### src/rtl/result_drain.sv
// result_drain: capture 2x2 result tiles, buffer them in a tile FIFO and serialise them as words
module result_drain #(
  parameter int DEPTH = 4,
  parameter int DW = 32
) (
  input  logic          clk,
  input  logic          reset,
  input  logic          push11,
  input  logic          pushedge,
  input  logic          push22,
  input  logic          op_valid,
  input  logic [DW-1:0] c11,
  input  logic [DW-1:0] c12,
  input  logic [DW-1:0] c21,
  input  logic [DW-1:0] c22,
  output logic [DW-1:0] out_data,
  output logic          out_valid,
  input  logic          out_ready,
  output logic          out_last,
  output logic [31:0]   tile_idx,
  output logic          overflow,
  output logic          seq_err,
  output logic          drain_done
);
  localparam int AW = $clog2(DEPTH);
  typedef enum logic [1:0] {W11, WEDGE, W22} state_t;
  state_t state;
  logic [DW-1:0] r11, r12, r21;
  logic [4*DW-1:0] mem [DEPTH];
  logic [4*DW-1:0] head;
  logic [AW-1:0] wr_ptr, rd_ptr;
  logic [AW:0] count;
  logic [1:0] ptr;
  logic [31:0] wr_cnt, total;
  logic op_seen, multi, err, tile_in, pop, pop_last, full, empty, do_wr;
  // Strobe checking, FIFO status and word selection for the head tile
  always_comb begin
    multi = (push11 & pushedge) | (push11 & push22) | (pushedge & push22);
    err = multi | (push11 & (state != W11)) | (pushedge & (state != WEDGE)) | (push22 & (state != W22));
    tile_in = push22 & ~err;
    empty = count == '0;
    full = count == (AW+1)'(DEPTH);
    out_valid = ~empty;
    pop = out_valid & out_ready;
    pop_last = pop & (ptr == 2'd3);
    do_wr = tile_in & (~full | pop_last);
    head = mem[rd_ptr];
    out_data = ~out_valid ? '0 :
               ptr == 2'd0 ? head[4*DW-1 -: DW] :
               ptr == 2'd1 ? head[3*DW-1 -: DW] :
               ptr == 2'd2 ? head[2*DW-1 -: DW] : head[DW-1:0];
    out_last = out_valid & op_seen & (ptr == 2'd3) & (tile_idx == total - 32'd1);
    drain_done = op_seen & empty;
  end
  // Capture FSM; a stray push11 restarts capture, any other error discards the partial tile
  always_ff @(posedge clk) begin
    if (reset) begin
      state <= W11;
      seq_err <= 1'b0;
    end else begin
      if (err) seq_err <= 1'b1;
      if (push11) begin
        r11 <= c11;
        state <= WEDGE;
      end else if (pushedge & ~err) begin
        r12 <= c12;
        r21 <= c21;
        state <= W22;
      end else if (push22 | err) state <= W11;
    end
  end
  // Tile storage, written with c22 straight from the input on the completing strobe
  always_ff @(posedge clk) begin
    if (do_wr) mem[wr_ptr] <= {r11, r12, r21, c22};
  end
  // FIFO pointers, word pointer and overflow flag
  always_ff @(posedge clk) begin
    if (reset) begin
      wr_ptr <= '0;
      rd_ptr <= '0;
      count <= '0;
      ptr <= '0;
      overflow <= 1'b0;
    end else begin
      if (do_wr) wr_ptr <= wr_ptr + 1'b1;
      if (tile_in & ~do_wr) overflow <= 1'b1;
      if (pop) ptr <= ptr + 2'd1;
      if (pop_last) rd_ptr <= rd_ptr + 1'b1;
      count <= count + (AW+1)'(do_wr) - (AW+1)'(pop_last);
    end
  end
  // Tile accounting and end-of-operation tracking
  always_ff @(posedge clk) begin
    if (reset) begin
      wr_cnt <= '0;
      total <= '0;
      tile_idx <= '0;
      op_seen <= 1'b0;
    end else if (drain_done & ~op_valid) begin
      op_seen <= 1'b0;
      total <= '0;
      tile_idx <= '0;
      wr_cnt <= {31'b0, do_wr};
    end else begin
      if (do_wr) wr_cnt <= wr_cnt + 32'd1;
      if (pop_last) tile_idx <= tile_idx + 32'd1;
      if (op_valid) begin
        op_seen <= 1'b1;
        total <= wr_cnt + {31'b0, do_wr};
      end
    end
  end
endmodule

### config.mk
export PLATFORM = sky130hd
export DESIGN_NAME = result_drain
export DESIGN_NICKNAME = d
export VERILOG_FILES = /design/src/rtl/result_drain.sv
export SDC_FILE = /design/constraint.sdc
export NUM_CORES = 1
export LEC_CHECK = 0
export BUFFER_PORTS_ARGS = -buffer_cell sky130_fd_sc_hd__buf_4
export CELL_PAD_IN_SITES_DETAIL_PLACEMENT = 1
export CELL_PAD_IN_SITES_GLOBAL_PLACEMENT = 2
export CORE_MARGIN = 4
export CORE_UTILIZATION = 40
export DETAILED_ROUTE_END_ITERATION = 10
export PLACE_DENSITY_LB_ADDON = 0.08
export SLEW_MARGIN = 0
export SYNTH_ARGS = -nofsm -noshare
export SYNTH_HDL_FRONTEND = slang
export SYNTH_SLANG_ARGS = --single-unit
### constraint.sdc
create_clock -name clk -period 10.23 [get_ports clk]
set_input_delay 0.5115 -clock clk [delete_from_list [all_inputs] [get_ports clk]]
set_output_delay 0.5115 -clock clk [all_outputs]
set_load 0.01 [all_outputs]
**Word-level counts from Yosys, hierarchy flattened**

Memory sizes are Yosys's and may differ from the RTL's. A register that Yosys moved wholly into a read port is not among the register bits.
Index checks and enable logic that the tools add are counted.
W data, S select, Z words.

- Add/sub/neg operators: 9
- Equal/unequal tests: 7
- Mux-type cells: 13
- Bitwise logic cells: 31
- Reduce and logical (&&, ||, !) cells: 10

Operators by type and width:

| operator | number |
|---|---|
| $mux W32 | 4 |
| $add A32 B1 Y32 const B | 2 |
| $add A32 B1 Y32 | 1 |
| $eq A32 B32 Y1 | 1 |
| $sub A32 B1 Y32 const B | 1 |
| $and A1 B1 Y1 | 17 |
| $mux W2 | 4 |
| $not A1 Y1 | 7 |
| $or A1 B1 Y1 | 7 |
| $add A2 B1 Y2 const B | 3 |
| $reduce_bool A2 Y1 | 3 |
| $mux W1 | 5 |
| $eq A2 B2 Y1 const B | 2 |
| $reduce_or A2 Y1 | 2 |
| $add A3 B1 Y3 | 1 |
| $eq A3 B3 Y1 const B | 1 |
| $logic_not A3 Y1 | 1 |
| $reduce_and A3 Y1 | 1 |
| $reduce_bool A3 Y1 | 1 |
| $sub A3 B1 Y3 | 1 |
| $eq A2 B1 Y1 const B | 1 |
| $logic_not A2 Y1 | 1 |
| $ne A2 B1 Y1 const B | 1 |
| $ne A2 B2 Y1 const B | 1 |
| $reduce_and A2 Y1 | 1 |

- Bits in registers: 206
- Memory bits (writable): 512
- Input bits: 135
- Output and inout port bits: 69
- Memories kept: 1

Memory list:

| name | words | bits a word | rd ports | clocked after memory_dff | wr ports | line | text |
|---|---|---|---|---|---|---|---|
| mem | 4 | 128 | 1 | 1 | 1 | 29 | `logic [4*DW-1:0] mem [DEPTH];` |

**Longest topological paths before layout**

- Word-level depth: 11
- Mapped depth: 13

**Worst setup path before layout**

No wires, ideal clock.

- Path kind: input-to-reg
- Start point: input reset
- End point: register r12[0], enable pin
- Arrival time: 7.326 ns
- Required time: 9.565 ns
- Setup slack: 2.239 ns
- Stages on the path: 2
- Buffers on the path: 1
- Cell sequence: clkbuf_1 > nor4b_1

- Cells in the longest elaborated chain, start to end: 2

RTL lines:

| element | line | text |
|---|---|---|
| start: declaration | 7 | `input logic reset,` |
| $not A1 Y1 (no source line) | - |  |
| $reduce_and A3 Y1 (no source line) | - |  |
| end signal: assignment | 66 | `r12 <= c12;` |
| end: declaration | 28 | `logic [DW-1:0] r11, r12, r21;` |

No other way between the ends.
A chain may end at the register's enable or synchronous reset.

==> summary by stage <==
Status
The flow ran to the end, and the final reports show no timing, DRC or antenna violations.

Worst hold path
The worst hold path terminates at r21[17]$_DFFE_PP_. The worst hold path stage count is 1. The startpoint identified for the worst hold timing path is c21[17].

The worst hold path belongs to the class in2reg.

Synthesis
The mean area per synthesized cell is 16.4 um2. After synthesis, the share of flip-flops with an asynchronous set or reset is 0%. The sequential share of the synthesized area is 71.6%.

The main flop type after synthesis is edfxtp_1. The synthesized netlist contains 58 unique library cells. The number of standard cells after synthesis is 1741. The number of synthesized register bits is 720.

The number of nets in the synthesized netlist is 1892. During synthesis, Yosys emitted a total of 0 warnings. The number of synthesized flops with an enable pin is 608. The mapped netlist covers 0.0286 mm2.

Pwr
The highest ir drop seen on vdd is 0.165 mV. Sequential cells burn 52.0% of the power. The total power divided by cell area is 183 mW/mm2. The internal power of the cells totals 4.92 mW. The switching power share of the total is 20.1%.

The clock network burns 45.8% of the power. In this run the power spent charging and discharging nets is 1.24 mW. The power share of the combinational group is 2.2%. The analysis attributes to cell leakage a power of 10.9 nW.

STA
The count of final max-slew check failures is 0. The maximum clock frequency is 231 MHz. The minimum hold slack is 67.1 ps. The final hold violation count came to 0. The part of the cycle the worst path needs is 42.4%. Clock skew on the completed layout was measured at 15.4 ps. The sum of negative setup slack is 0 ps. For the pin with the worst max-slew slack, the measured transition is 1090 ps. The time the final worst path needs with I/O delays and setup is 4340 ps. Setup repair after global routing left no endpoint under its margin. Setup violations remaining at the end of the flow were counted as 0. The normalized max-slew margin is 27.3%.

Clocking
The maximum buffer depth of the clock tree is 3. Clock tree synthesis inserted a total of 78 buffers. In this run, post-CTS hold repair placed 0 buffers. The later-pin clock latency in the skew report is 620 ps. The count of instances resized after the clock tree is built is 0. Clock-pin slew was measured on the worst setup and hold paths at 60 ps. The cell chosen for the clock root is clkbuf_16. In this run the number of H-tree levels came out at 3.

Post-CTS timing repair inserted 0 buffers for setup. CTS saw 720 sinks. TritonCTS built the clock tree.

Detailed routing
In this run, the number of DRC markers left after iteration 0 of detailed routing was 836. After detailed routing, the number of remaining DRC violations is 0. For this block, the via count after detailed routing is 15438. The first detailed-routing pass ran for 5 iterations.

Dividing the detail-routed wire length by the instance count gives 23.4 um. The detail-routed via count per cell is 5.23. The sum of routed wire length over all layers is 69100 um. The number of routed nets with antenna violations is 0.

Setup path
The worst reg-to-reg path cell count is 6. The launch instance of the worst register-to-register path is ptr[1]$_SDFFE_PP0P_. Along the worst path, the maximum fanout reaches 103. Traced cell by cell, the critical path runs through buf_12 > mux4_2 > mux2i_1 > nor2_1 > a21oi_1 > nor2_1 > a21oi_1 > nor2_1 > buf_4. In this run the critical register-to-register path is captured at mem[1][69]$_DFFE_PP_. The most frequent cell on the critical path is nor2_1. The start-to-end type of the worst setup path is reg2out. The startpoint kind of the worst setup timing path is a flip-flop.

Data on the critical path arrives at its endpoint at 3830 ps. The slowest cell on the critical path is dfxtp_4. The cell family contributing the most delay on the critical path is buffers and inverters.

The kind of capture point of the worst setup path is an output port. The count of buffer and inverter cells on the critical path is 2. For this run, the slowest stage of the critical path takes 710 ps. The data required time of the worst path is 9720 ps.

Across all register-to-register paths, the minimum setup slack is 6310 ps.

Layout
The number of fill cells in the layout is 6753. Compared with the post-synthesis result, the final layout area differs by 17.9%. Leaving out fill and tap cells, the most frequent cell in the layout is edfxtp_1.

In the layout the commonest cells are edfxtp_1, nor2_1, buf_4, mux4_2, dfxtp_1. In the final layout, the share of cells above drive strength 1 is 24.6%. The total number of nets in the final design is 2105.

GRT
Global routing used 18.6% of the available tracks across all layers. The first-pass GRT wire length is 106000 um. The initial antenna violation count is 1. The residual overflow from global routing is 0.

The via count of the first global-routing pass is 17023. The maximum number of pins on one net before global-route repair is 104.

Die
The core box area is 0.0705 mm2. The die covers 0.0759 mm2. The floorplan step set the die height to 276 um.

The initialized floorplan defines 97 standard-cell rows. Once the floorplan was initialized, standard cells occupied 40.6% of the core. The boundary pin count is 204. The x dimension of the die is 276 um.

Place
At the end of routability-driven placement, the weighted congestion stood at 0.751. The number of port buffers is 203. After legalization and detailed placement, the total HPWL measured 43500 um.

Flow run
Across the run, the number of max-cap violations was 0.
-- per-layer routing --
layer / up-vias / global-route usage [%] / routed length (um)
met2: 225 / 33.1 / 36200
met4: 0 / 4.92 / 1540
met5: - / 0 / 0
met3: 96 / 2.65 / 2030
met1: 8017 / 24.0 / 29400
li1: 7100 / - / -
-- sequential cells by signal, summed over array words and instances, names as in the netlist, named ones only --
name / count
mem: 512
wr_ptr: 2
count: 3
overflow: 1
wr_cnt: 32
op_seen: 1
r11: 32
r21: 32
r12: 32
seq_err: 1
rd_ptr: 2
state: 2
ptr: 2
tile_idx: 32
total: 32
-- synth_stat cells (15+ instances only) --
library cell / n / area [um2]
xnor2_1: 69 / 604
edfxtp_1: 608 / 18300
dfxtp_1: 112 / 2240
a21oi_1: 85 / 425
nand3_1: 32 / 160
mux2i_1: 39 / 390
nand2_1: 56 / 210
mux4_2: 128 / 2880
buf_2: 19 / 95.1
ha_1: 15 / 188
a211oi_1: 32 / 240
xor2_1: 62 / 543
nor3_1: 20 / 100
inv_1: 20 / 75.1
nor2_1: 225 / 845
clkbuf_1: 57 / 214
nand4_1: 23 / 144
o21ai_0: 16 / 80.1
-- power by group through the flow --
| stage | clock [mW] | sequential (mW) | combinational (mW) |
|---|---|---|---|
| global placement | 0 | 3.26 | 0.135 |
| floorplan | 0 | 3.26 | 0.0634 |
| CTS | 2.91 | 3.20 | 0.138 |
| detailed placement | 0 | 3.27 | 0.137 |
| global route | 3.04 | 3.20 | 0.150 |
| finish | 2.82 | 3.20 | 0.135 |
-- per-stage QoR --
stage               instances  instance area (um2)  power (mW)  setup WS (ps)  util (%)
finish                   2954                33700        6.16           5890      47.9
global route             2953                33700        6.39           5490      47.9
CTS                      2953                33700        6.25           5680      47.9
detailed placement       2814                31200        3.40           6020      44.2
global placement         2814                31200        3.40           6010      44.2
floorplan                1741                28600        3.32           2240         -
-- how the worst max path moves through the flow --
| stage | startpoint | endpoint | slack (ps) | depth (start not counted) |
|---|---|---|---|---|
| detailed placement | pushedge | mem[1][4]$_DFFE_PP_ | 6020 | 6 |
| floorplan | reset | r12[0]$_DFFE_PP_ | 2240 | 2 |
| global route | flip-flop | out_data[11] | 5490 | 9 |
| CTS | flip-flop | out_data[11] | 5680 | 9 |
| global placement | pushedge | mem[1][36]$_DFFE_PP_ | 6010 | 6 |
| finish | flip-flop | out_data[11] | 5890 | 9 |
-- area by class of cell --
cell class / instances / area, um2 / area share [%]
sequential: 720 / 20500 / 60.8
multi-input combinational: 910 / 7720 / 22.9
clock buffer: 91 / 2020 / 5.99
timing repair buffer: 223 / 1690 / 5.00
tap: 940 / 1180 / 3.49
clock inverter: 48 / 549 / 1.63
inverter: 21 / 78.8 / 0.234
antenna: 1 / 2.50 / 0.00742
-- kinds of logic after synthesis --
group | count (synthesis) | synth area share [%]
flops | 720 | 71.6
simple gates | 443 | 7.44
mux | 167 | 11.4
compound gates | 153 | 3.20
xor+xnor | 131 | 4.01
buf+inv | 111 | 1.56
fa+ha+maj | 16 | 0.726
Power figures use the tool's default switching activity.
